$ cat src/rtl/abl17_alu_fault_campaign_pkg.sv
// Shared definitions for the ALU fault-injection campaign controller.
// Holds the ALU opcode constants, fault-mode encodings, FSM state type, the
// LFSR tap mask and small helpers that map an LFSR value onto ALU stimulus.
package abl17_alu_fault_campaign_pkg;

   // ALU opcodes driven onto ctrl_ALUopcode
   localparam logic [4:0] OP_ADD = 5'd0;
   localparam logic [4:0] OP_SUB = 5'd1;
   localparam logic [4:0] OP_SLL = 5'd4;
   localparam logic [4:0] OP_SRA = 5'd5;

   // Fault-mode encodings (fault_mode input and effective per-vector mode)
   localparam logic [1:0] MODE_FLIP1 = 2'd0;
   localparam logic [1:0] MODE_FLIP2 = 2'd1;
   localparam logic [1:0] MODE_SHIFT = 2'd2;
   localparam logic [1:0] MODE_RR    = 2'd3;

   // Galois LFSR feedback mask, applied when the bit shifted out is 1
   localparam logic [31:0] LFSR_TAPS = 32'h8020_0003;

   typedef enum logic [1:0] {
      StIdle,
      StClean,
      StFault,
      StDone
   } state_t;

   function automatic logic [31:0] lfsr_step(input logic [31:0] value);
      return value[0] ? ((value >> 1) ^ LFSR_TAPS) : (value >> 1);
   endfunction

   function automatic logic [31:0] map_operand_b(input logic [31:0] value);
      return {value[15:0], value[31:16]} ^ 32'h5A5A_5A5A;
   endfunction

   // Adder modes pick ADD/SUB, the shift mode picks SLL/SRA; sel is lfsr[5]
   function automatic logic [4:0] map_opcode(input logic [1:0] eff_mode, input logic sel);
      if (eff_mode == MODE_SHIFT) begin
         return sel ? OP_SRA : OP_SLL;
      end
      return sel ? OP_SUB : OP_ADD;
   endfunction

endpackage

$ cat src/rtl/abl17_lfsr32.sv
// 32-bit right-shifting Galois LFSR used as the campaign's vector source.
// Ports:
//   clock, reset_n  - rising-edge clock, synchronous active-low reset (loads SEED)
//   load_seed       - reload SEED (has priority over advance)
//   advance         - step the LFSR once
//   state           - current LFSR value
//   state_next      - value the LFSR takes on the next advance
module abl17_lfsr32
   import abl17_alu_fault_campaign_pkg::*;
#(
   parameter logic [31:0] SEED = 32'h1ACE_B00C
) (
   input  logic        clock,
   input  logic        reset_n,
   input  logic        load_seed,
   input  logic        advance,
   output logic [31:0] state,
   output logic [31:0] state_next
);

   logic [31:0] lfsr_q;

   always_comb begin
      state_next = lfsr_step(lfsr_q);
   end

   always_ff @(posedge clock) begin
      if (!reset_n) begin
         lfsr_q <= SEED;
      end else if (load_seed) begin
         lfsr_q <= SEED;
      end else if (advance) begin
         lfsr_q <= state_next;
      end
   end

   assign state = lfsr_q;

endmodule

$ cat src/rtl/abl17_alu_fault_campaign.sv
// Fault-injection campaign controller for the faulted ALU.
// For every pseudo-random vector it runs a clean phase (no flips) and a faulted
// phase (one flip asserted), samples the checker flags on the last cycle of
// each phase and keeps saturating campaign counters.
// Ports:
//   clock, reset_n          - rising-edge clock, synchronous active-low reset
//   start                   - start pulse, accepted in IDLE/DONE only
//   fault_mode, num_vectors - campaign setup, latched at start
//   *_has_error             - ALU checker flags
//   data_*, ctrl_*          - registered ALU stimulus and fault controls
//   busy, done              - campaign status
//   *_count                 - campaign result counters
module abl17_alu_fault_campaign
   import abl17_alu_fault_campaign_pkg::*;
#(
   parameter int unsigned CNT_W  = 16,
   parameter logic [31:0] SEED   = 32'h1ACE_B00C,
   parameter int unsigned SETTLE = 1
) (
   input  logic             clock,
   input  logic             reset_n,
   input  logic             start,
   input  logic [1:0]       fault_mode,
   input  logic [CNT_W-1:0] num_vectors,
   input  logic             adder_has_error,
   input  logic             sra_has_error,
   input  logic             sll_has_error,
   output logic [31:0]      data_operandA,
   output logic [31:0]      data_operandB,
   output logic [4:0]       ctrl_ALUopcode,
   output logic [4:0]       ctrl_shiftamt,
   output logic             ctrl_adder_flip1,
   output logic             ctrl_adder_flip2,
   output logic             ctrl_shift_flip,
   output logic             busy,
   output logic             done,
   output logic [CNT_W-1:0] injected_count,
   output logic [CNT_W-1:0] detected_count,
   output logic [CNT_W-1:0] escaped_count,
   output logic [CNT_W-1:0] false_alarm_count
);

   localparam logic [3:0] PHASE_LAST = 4'(SETTLE - 1);

   state_t           state_q, state_d;
   logic [3:0]       phase_q;
   logic [1:0]       mode_q;
   logic [1:0]       eff_q;
   logic [CNT_W-1:0] rem_q;    // vectors still to run after the current one

   logic [31:0] lfsr_value, lfsr_next;
   logic        lfsr_load, lfsr_advance;
   logic        phase_last, start_ok, more_vectors;
   logic [1:0]  eff_start, eff_next;
   logic        any_flag, relevant_flag;

   function automatic logic [CNT_W-1:0] sat_inc(input logic [CNT_W-1:0] value);
      return (&value) ? value : value + 1'b1;
   endfunction

   abl17_lfsr32 #(
      .SEED(SEED)
   ) u_lfsr (
      .clock      (clock),
      .reset_n    (reset_n),
      .load_seed  (lfsr_load),
      .advance    (lfsr_advance),
      .state      (lfsr_value),
      .state_next (lfsr_next)
   );

   always_comb begin
      phase_last    = (phase_q == PHASE_LAST);
      start_ok      = start && (state_q == StIdle || state_q == StDone);
      more_vectors  = (rem_q != '0);
      eff_start     = (fault_mode == MODE_RR) ? MODE_FLIP1 : fault_mode;
      if (mode_q == MODE_RR) begin
         eff_next = (eff_q == MODE_SHIFT) ? MODE_FLIP1 : eff_q + 2'd1;
      end else begin
         eff_next = mode_q;
      end
      any_flag = adder_has_error | sra_has_error | sll_has_error;
      if (eff_q != MODE_SHIFT) begin
         relevant_flag = adder_has_error;
      end else begin
         relevant_flag = (ctrl_ALUopcode == OP_SRA) ? sra_has_error : sll_has_error;
      end
      // Every campaign starts from SEED so runs are reproducible
      lfsr_load    = start_ok;
      lfsr_advance = (state_q == StFault) && phase_last && more_vectors;
   end

   // FSM: state register
   always_ff @(posedge clock) begin
      if (!reset_n) begin
         state_q <= StIdle;
      end else begin
         state_q <= state_d;
      end
   end

   // FSM: next state
   always_comb begin
      state_d = state_q;
      unique case (state_q)
         StIdle, StDone: begin
            if (start) begin
               state_d = (num_vectors == '0) ? StDone : StClean;
            end
         end
         StClean: begin
            if (phase_last) begin
               state_d = StFault;
            end
         end
         StFault: begin
            if (phase_last) begin
               state_d = more_vectors ? StClean : StDone;
            end
         end
      endcase
   end

   // FSM: outputs
   always_comb begin
      busy = (state_q == StClean) || (state_q == StFault);
      done = (state_q == StDone);
   end

   // Stimulus, phase timing and counters
   always_ff @(posedge clock) begin
      if (!reset_n) begin
         phase_q           <= '0;
         mode_q            <= '0;
         eff_q             <= '0;
         rem_q             <= '0;
         data_operandA     <= '0;
         data_operandB     <= '0;
         ctrl_ALUopcode    <= '0;
         ctrl_shiftamt     <= '0;
         ctrl_adder_flip1  <= 1'b0;
         ctrl_adder_flip2  <= 1'b0;
         ctrl_shift_flip   <= 1'b0;
         injected_count    <= '0;
         detected_count    <= '0;
         escaped_count     <= '0;
         false_alarm_count <= '0;
      end else begin
         unique case (state_q)
            StIdle, StDone: begin
               if (start_ok) begin
                  mode_q            <= fault_mode;
                  phase_q           <= '0;
                  injected_count    <= '0;
                  detected_count    <= '0;
                  escaped_count     <= '0;
                  false_alarm_count <= '0;
                  if (num_vectors != '0) begin
                     rem_q          <= num_vectors - 1'b1;
                     eff_q          <= eff_start;
                     data_operandA  <= SEED;
                     data_operandB  <= map_operand_b(SEED);
                     ctrl_shiftamt  <= SEED[4:0];
                     ctrl_ALUopcode <= map_opcode(eff_start, SEED[5]);
                  end
               end
            end
            StClean: begin
               if (phase_last) begin
                  phase_q          <= '0;
                  ctrl_adder_flip1 <= (eff_q == MODE_FLIP1);
                  ctrl_adder_flip2 <= (eff_q == MODE_FLIP2);
                  ctrl_shift_flip  <= (eff_q == MODE_SHIFT);
                  if (any_flag) begin
                     false_alarm_count <= sat_inc(false_alarm_count);
                  end
               end else begin
                  phase_q <= phase_q + 4'd1;
               end
            end
            StFault: begin
               if (phase_last) begin
                  phase_q          <= '0;
                  ctrl_adder_flip1 <= 1'b0;
                  ctrl_adder_flip2 <= 1'b0;
                  ctrl_shift_flip  <= 1'b0;
                  injected_count   <= sat_inc(injected_count);
                  if (relevant_flag) begin
                     detected_count <= sat_inc(detected_count);
                  end else begin
                     escaped_count <= sat_inc(escaped_count);
                  end
                  if (more_vectors) begin
                     rem_q          <= rem_q - 1'b1;
                     eff_q          <= eff_next;
                     data_operandA  <= lfsr_next;
                     data_operandB  <= map_operand_b(lfsr_next);
                     ctrl_shiftamt  <= lfsr_next[4:0];
                     ctrl_ALUopcode <= map_opcode(eff_next, lfsr_next[5]);
                  end
               end else begin
                  phase_q <= phase_q + 4'd1;
               end
            end
         endcase
      end
   end

   // LFSR state is consumed through lfsr_next; keep the current value observable
   logic unused_lfsr;
   assign unused_lfsr = ^lfsr_value;

endmodule

$ cat config.mk
export PLATFORM = sky130hd
export DESIGN_NAME = abl17_alu_fault_campaign
export DESIGN_NICKNAME = d
export VERILOG_FILES = /design/src/rtl/abl17_alu_fault_campaign_pkg.sv /design/src/rtl/abl17_lfsr32.sv /design/src/rtl/abl17_alu_fault_campaign.sv
export SDC_FILE = /design/constraint.sdc
export NUM_CORES = 1
export LEC_CHECK = 0
export BUFFER_PORTS_ARGS = -buffer_cell sky130_fd_sc_hd__clkbuf_2
export CORE_ASPECT_RATIO = 1.2
export CORE_UTILIZATION = 50
export DETAILED_ROUTE_END_ITERATION = 7
export PLACE_DENSITY = 0.78
export SLEW_MARGIN = 20
export SYNTH_ARGS = -nofsm -noshare
export SYNTH_HDL_FRONTEND = slang
export SYNTH_SLANG_ARGS = --single-unit
$ cat constraint.sdc
create_clock -name clock -period 3.4 [get_ports clock]
set_input_delay 0.68 -clock clock [delete_from_list [all_inputs] [get_ports clock]]
set_output_delay 0.68 -clock clock [all_outputs]
set_load 0.05 [all_outputs]
# Yosys cells after proc, flatten, opt, wreduce, memory -nomap -nowiden
# Cells that the tools add are included.
[totals] in_bits=24 out_inout_bits=143 reg_bits=199 elab_cells=167
[op_classes] n_eq_ne=24 bitwise_logic=5 n_reduce_logical=29 n_addsub=8 n_mux=84
[ops] operator="$mux W32" n=9
[ops] operator="$mux W16" n=16
[ops] operator="$pmux W16 S2" n=5
[ops] operator="$pmux W32 S2" n=2
[ops] operator="$add A16 B1 Y16 const B" n=4
[ops] operator="$reduce_and A16 Y1" n=4
[ops] operator="$mux W5" n=12
[ops] operator="$reduce_bool A16 Y1" n=2
[ops] operator="$sub A16 B1 Y16 const B" n=2
[ops] operator="$ne A2 B2 Y1 const B" n=14
[ops] operator="$mux W2" n=12
[ops] operator="$pmux W5 S2" n=2
[ops] operator="$reduce_and A5 Y1" n=4
[ops] operator="$mux W1" n=18
[ops] operator="$logic_not A16 Y1" n=1
[ops] operator="$not A16 Y16" n=1
[ops] operator="$eq A2 B2 Y1 const B" n=7
[ops] operator="$mux W4" n=2
[ops] operator="$pmux W4 S2" n=1
[ops] operator="$pmux W1 S2" n=3
[ops] operator="$pmux W2 S3" n=1
[ops] operator="$reduce_and A3 Y1" n=2
[ops] operator="$reduce_bool A2 Y1" n=3
[ops] operator="$reduce_or A2 Y1" n=3
[ops] operator="other kinds (14)" n=20

# Longest topological paths before layout
[logic_depth] word_depth=13 depth_mapped=14 ltp_nobuf=9

# Cells and area by module
# From an unflattened synthesis, not the netlist that was laid out.
[unflattened] cells_unflattened=974 area_unflattened_um2=8486.9
[modules_own_cells] mod="abl17_alu_fault_campaign" n_inst=1 seq_area_each_um2=2842.7 area_each_um2=7011.7 cells_each=833
[modules_own_cells] mod="abl17_lfsr32" n_inst=1 seq_area_each_um2=640.6 area_each_um2=1475.2 cells_each=141

# Least setup slack after synthesis
# OpenSTA, ideal clock, no wires.
[synth_timing] path_kind="register to register" from="reg state_q[0]" to="reg rem_q[8]" period_less_slack_ns=3.002 stages_incl_launch_ff=15 setup_ns=0.115 n_path_buf=5 t_required_ns=3.285 setup_slack_ns=0.398 arrival_ns=2.888 cell_sequence="dfxtp_1 inv_1 ha_1 buf_2 buf_4 buf_2 buf_2 buf_1 mux2i_1 ha_1 o211ai_1 or2_1 o211ai_1 a21oi_1 o21a_1"
[synth_between] elab_chain_len=5 elab_cells_between_ends=13 classes_between="6 x eq/ne; 1 x mux; 6 x reduce/logical"
[synth_lines] item="start, declared" line_no="abl17_alu_fault_campaign.sv:45" text="state_t state_q, state_d;"
[synth_lines] item="start signal, assigned" line_no="abl17_alu_fault_campaign.sv:96" text="state_q <= StIdle;"
[synth_lines] item="start signal, assigned" line_no="abl17_alu_fault_campaign.sv:98" text="state_q <= state_d;"
[synth_lines] item="$eq A2 B2 Y1 / $logic_not A2 Y1 (equally long branches)" line_no="abl17_alu_fault_campaign.sv:74, abl17_alu_fault_campaign.sv:149"
[synth_lines] item="$logic_or A1 B1 Y1" line_no="abl17_alu_fault_campaign.sv:74" text="start_ok = start && (state_q == StIdle || state_q == StDone);"
[synth_lines] item="$logic_and A1 B1 Y1" line_no="abl17_alu_fault_campaign.sv:74"
[synth_lines] item="$ne A2 B2 Y1 (no line)"
[synth_lines] item="$reduce_and A5 Y1 (no line)"
[synth_lines] item="end signal, assigned" line_no="abl17_alu_fault_campaign.sv:159" text="rem_q <= num_vectors - 1'b1;"
[synth_lines] item="end signal, assigned" line_no="abl17_alu_fault_campaign.sv:194" text="rem_q <= rem_q - 1'b1;"
[synth_lines] item="end, declared" line_no="abl17_alu_fault_campaign.sv:49" text="logic [CNT_W-1:0] rem_q;"
# Parallel ways exist; a longest one is shown, timed or not.
# A chain may end at the register's enable or synchronous reset.

# Worst setup path in the final report
# Ends and elaborated chain as after synthesis.

==> results.md <==
- IO Port Bufs: 163
- Worst Path Arrival: 3.16 ns
- Final GP Congestion: roughly 0.86
- ANT cells: 0
- Core area: 16210 um^2
- Layout cell share with drive strength beyond 1: 21.37%
- Post-CTS Resized: 0
- Final net count: approximately 1200
- Distinct cells, synth: 72
- Crit-path slowest cell: ha_2
- Number of global-route vias before repair: 6961
- Cts hold-fix bufs: 0
- Status: complete, no violations
- #FFs+latches synth: 174
- Crit path cell chain: inv_1, ha_2, nor2b_1, o21a_2, o21a_2, and2_2, buf_4, a21boi_1, o21a_1
- Via density: about 5.7
- Async set-reset flop share out of synthesis: 0%
- Final Cycle Share: slightly above 80%
- Root Driver: clkbuf_16
- Crit end category: register
- # setup viols final: 0
- Synth Warn #: 0
- Post-synthesis cell area: 8244 um^2
- Pwr Density: between 600 and 700 nW/um^2
- Max-slew violations: 0
- Critical path's largest stage delay: about 0.47 ns
- Top Ports: 167
- Die area: 17010 um^2
- Clock sinks: 174
- Die X: 119.2 um
- RSZ-0062 raised after global routing: false
- DR pass1 iterations: 5
- Critical path type: reg -> reg
- DRC: 0
- Worst rel slew slack: 24.24%
- CTS tree: yes
- Clock network latency to the later pin of the worst-skew pair: 0.43 ns
- Overall Global Routing Usage: 24.77%
- Most frequent CP cell: o21a_2
- Via count: around 7600
- WL final: 20700 um
- Crit Path Max Fanout: 24
- Critical path launch point: state_q[0]
- Crit path to: rem_q[8]
- LEAKAGE: 3.759 nW
- Initial drt markers: 562
- Worst hold path cell count: 2
- R2R Path End: rem_q[8]
- FF-to-FF Start: state_q[0]
- Core Util, Final: 59.60%
- Initial antenna violation count: 0
- Crit path time final: 2.828 ns
- Syn Inst Count: 1001
- Largest net degree at the start of global routing: 46
- CTS Buf Count: 17
- Register area share after synthesis: 42.25%
- Drt wl/cell: roughly 15 um
- Cell Rows: 51
- Die height: 142.7 um
- Clk_skew: 0.008446 ns
- Worst r2r path cells: 9
- # Max-Cap Violations: 0
- Worst-margin pin slew: around 1.1 ns
- Dpl hpwl: 14360 um
- Fin. Hold Viols: 0
- Layout area overhead: 17.18%
- Maximum VDD drop: 550.2 uV
- First-pass GRT wire length: 34050 um
- Global route overflow: 0
- H-tree depth: 4
- Setup crit start kind: register
- Initial Util: 50.86%
- Highest Clock Rate: 353.6 MHz
- Req. time, crit path: 3.73 ns
- Syn Area/Cell: between 8 and 9 um^2
- Routed Antenna Nets: 0
- Top_reg_cell synth: dfxtp_1
- Reg2Reg Setup Slack: between 0.5 and 0.6 ns
- Number of flops mapped to enable cells by yosys: 0
- Setup TNS: 0 ns
- Clk pin slew, worst setup/hold paths: 0.06 ns
- Hold Crit Class: reg -> reg
- Setup Fix Bufs, Post-CTS: 0
- Clock Tree Buf Depth: 2
==> placed cells by master, fill, tap and decap left out, types with 16 or more instances in the layout <==
cell | Yosys | routed
a21oi_1 | 93 | 93
dfxtp_1 | 174 | 174
nand2_1 | 134 | 134
nor3_1 | 31 | 31
xnor2_1 | 34 | 34
buf_4 | 27 | 19
inv_1 | 17 | 17
nor2_1 | 92 | 92
nand3_1 | 70 | 70
nand4_1 | 16 | 16
clkbuf_16 | 0 | 17
clkbuf_2 | 0 | 163
o21ai_0 | 31 | 31
xor2_1 | 20 | 20
==> metrics by stage <==
step / setup WS, ns / cell area, um^2 / power, mW / instances / hold slack [ns]
CTS: 0.6009 / 9661 / 6.580 / 1349 / 0.4552
floorplan: 0.3977 / 8252 / 4.085 / 1003 / 0.4446
finish: 0.5722 / 9661 / 6.540 / 1349 / 0.4532
global route: 0.3142 / 9661 / 6.874 / 1349 / 0.4739
detailed placement: 0.6081 / 9056 / 4.551 / 1318 / 0.4467
global placement: 0.7357 / 9056 / 4.517 / 1318 / 0.4431
==> cell usage after synthesis (all sizes together) (8+ instances only) <==
cell / n / area, um^2
inv: 17 / 63.81
nand2: 134 / 503.0
o21ai: 40 / 204.0
o211a: 9 / 90.09
nor4: 12 / 81.33
nor3b: 10 / 80.07
or2: 12 / 75.07
nand4: 16 / 100.1
ha: 11 / 137.6
clkbuf: 33 / 123.9
o211ai: 9 / 67.56
a21oi: 94 / 474.2
nand2b: 8 / 50.05
nor3: 31 / 155.2
xor2: 20 / 175.2
o31ai: 9 / 72.57
or3: 8 / 50.05
mux2i: 13 / 130.1
xnor2: 34 / 297.8
dfxtp: 174 / 3483
buf: 46 / 306.5
and3: 11 / 68.82
nand3: 70 / 350.3
nor2: 92 / 345.3
a211oi: 16 / 142.6
==> sequential cells by signal (all words and copies together) (netlist names), 2 cells and up <==
signal	flops
false_alarm_count	16
data_operandB	17
data_operandA	31
eff_q	2
u_lfsr.state	32
mode_q	2
detected_count	16
escaped_count	16
phase_q	4
rem_q	16
injected_count	16
state_q	2
==> where the power goes <==
part,switching [mW],leakage [nW],internal [mW]
registers,0.197,1.41,2.26
clock network,0.832,0.292,1.18
logic,1.53,2.05,0.546
total,2.56,3.76,3.98
==> cell families (layout without fill, tap and decap cells) <==
logic type	after synthesis	in the layout	synth area share [%]
AO/OA/AOI/OAI	214	214	16.68
XOR/XNOR	54	54	5.737
adder cells (fa/ha/maj)	11	11	1.669
buffers and inverters	97	231	6.040
flip-flops	174	174	42.25
multiplexers	14	14	1.715
other	1	3	0.04549
AND/OR/NAND/NOR	436	436	25.86
==> how the worst min path moves through the flow <==
stage                            from           endpoint  slack [ns]
floorplan                   rem_q[13]          rem_q[13]        0.44
detailed placement  data_operandA[14]  data_operandA[14]        0.45
global placement    data_operandB[28]  data_operandB[28]        0.44
global route        data_operandB[28]  data_operandB[28]        0.47
CTS                 data_operandA[14]  data_operandA[14]        0.46
finish              data_operandB[28]  data_operandB[28]        0.45
==> worst max-delay path: cells and delay by family (launching register included) <==
family,cells,cell delay (ns)
compound gates,4,0.77
simple gates,2,0.69
fa+ha+maj,1,0.47
flops,1,0.41
buf+inv,2,0.36
==> final cells by class <==
class / instances / area, um^2
Sequential cell: 174 / 3483
Multi-Input combinational cell: 732 / 4282
Clock buffer: 19 / 442.9
Tap cell: 212 / 265.3
Timing Repair Buffer: 182 / 958.4
Fill cell: 1508 / 6548
Inverter: 18 / 67.56
Clock inverter: 12 / 161.4
==> layer usage <==
layer / wire (um) / global-route usage (%)
met1: 8899 / 29.81
met4: 431 / 10.19
met3: 1120 / 5.272
met2: 10240 / 42.75
met5: 0 / 0
Power figures use the tool's default switching activity.
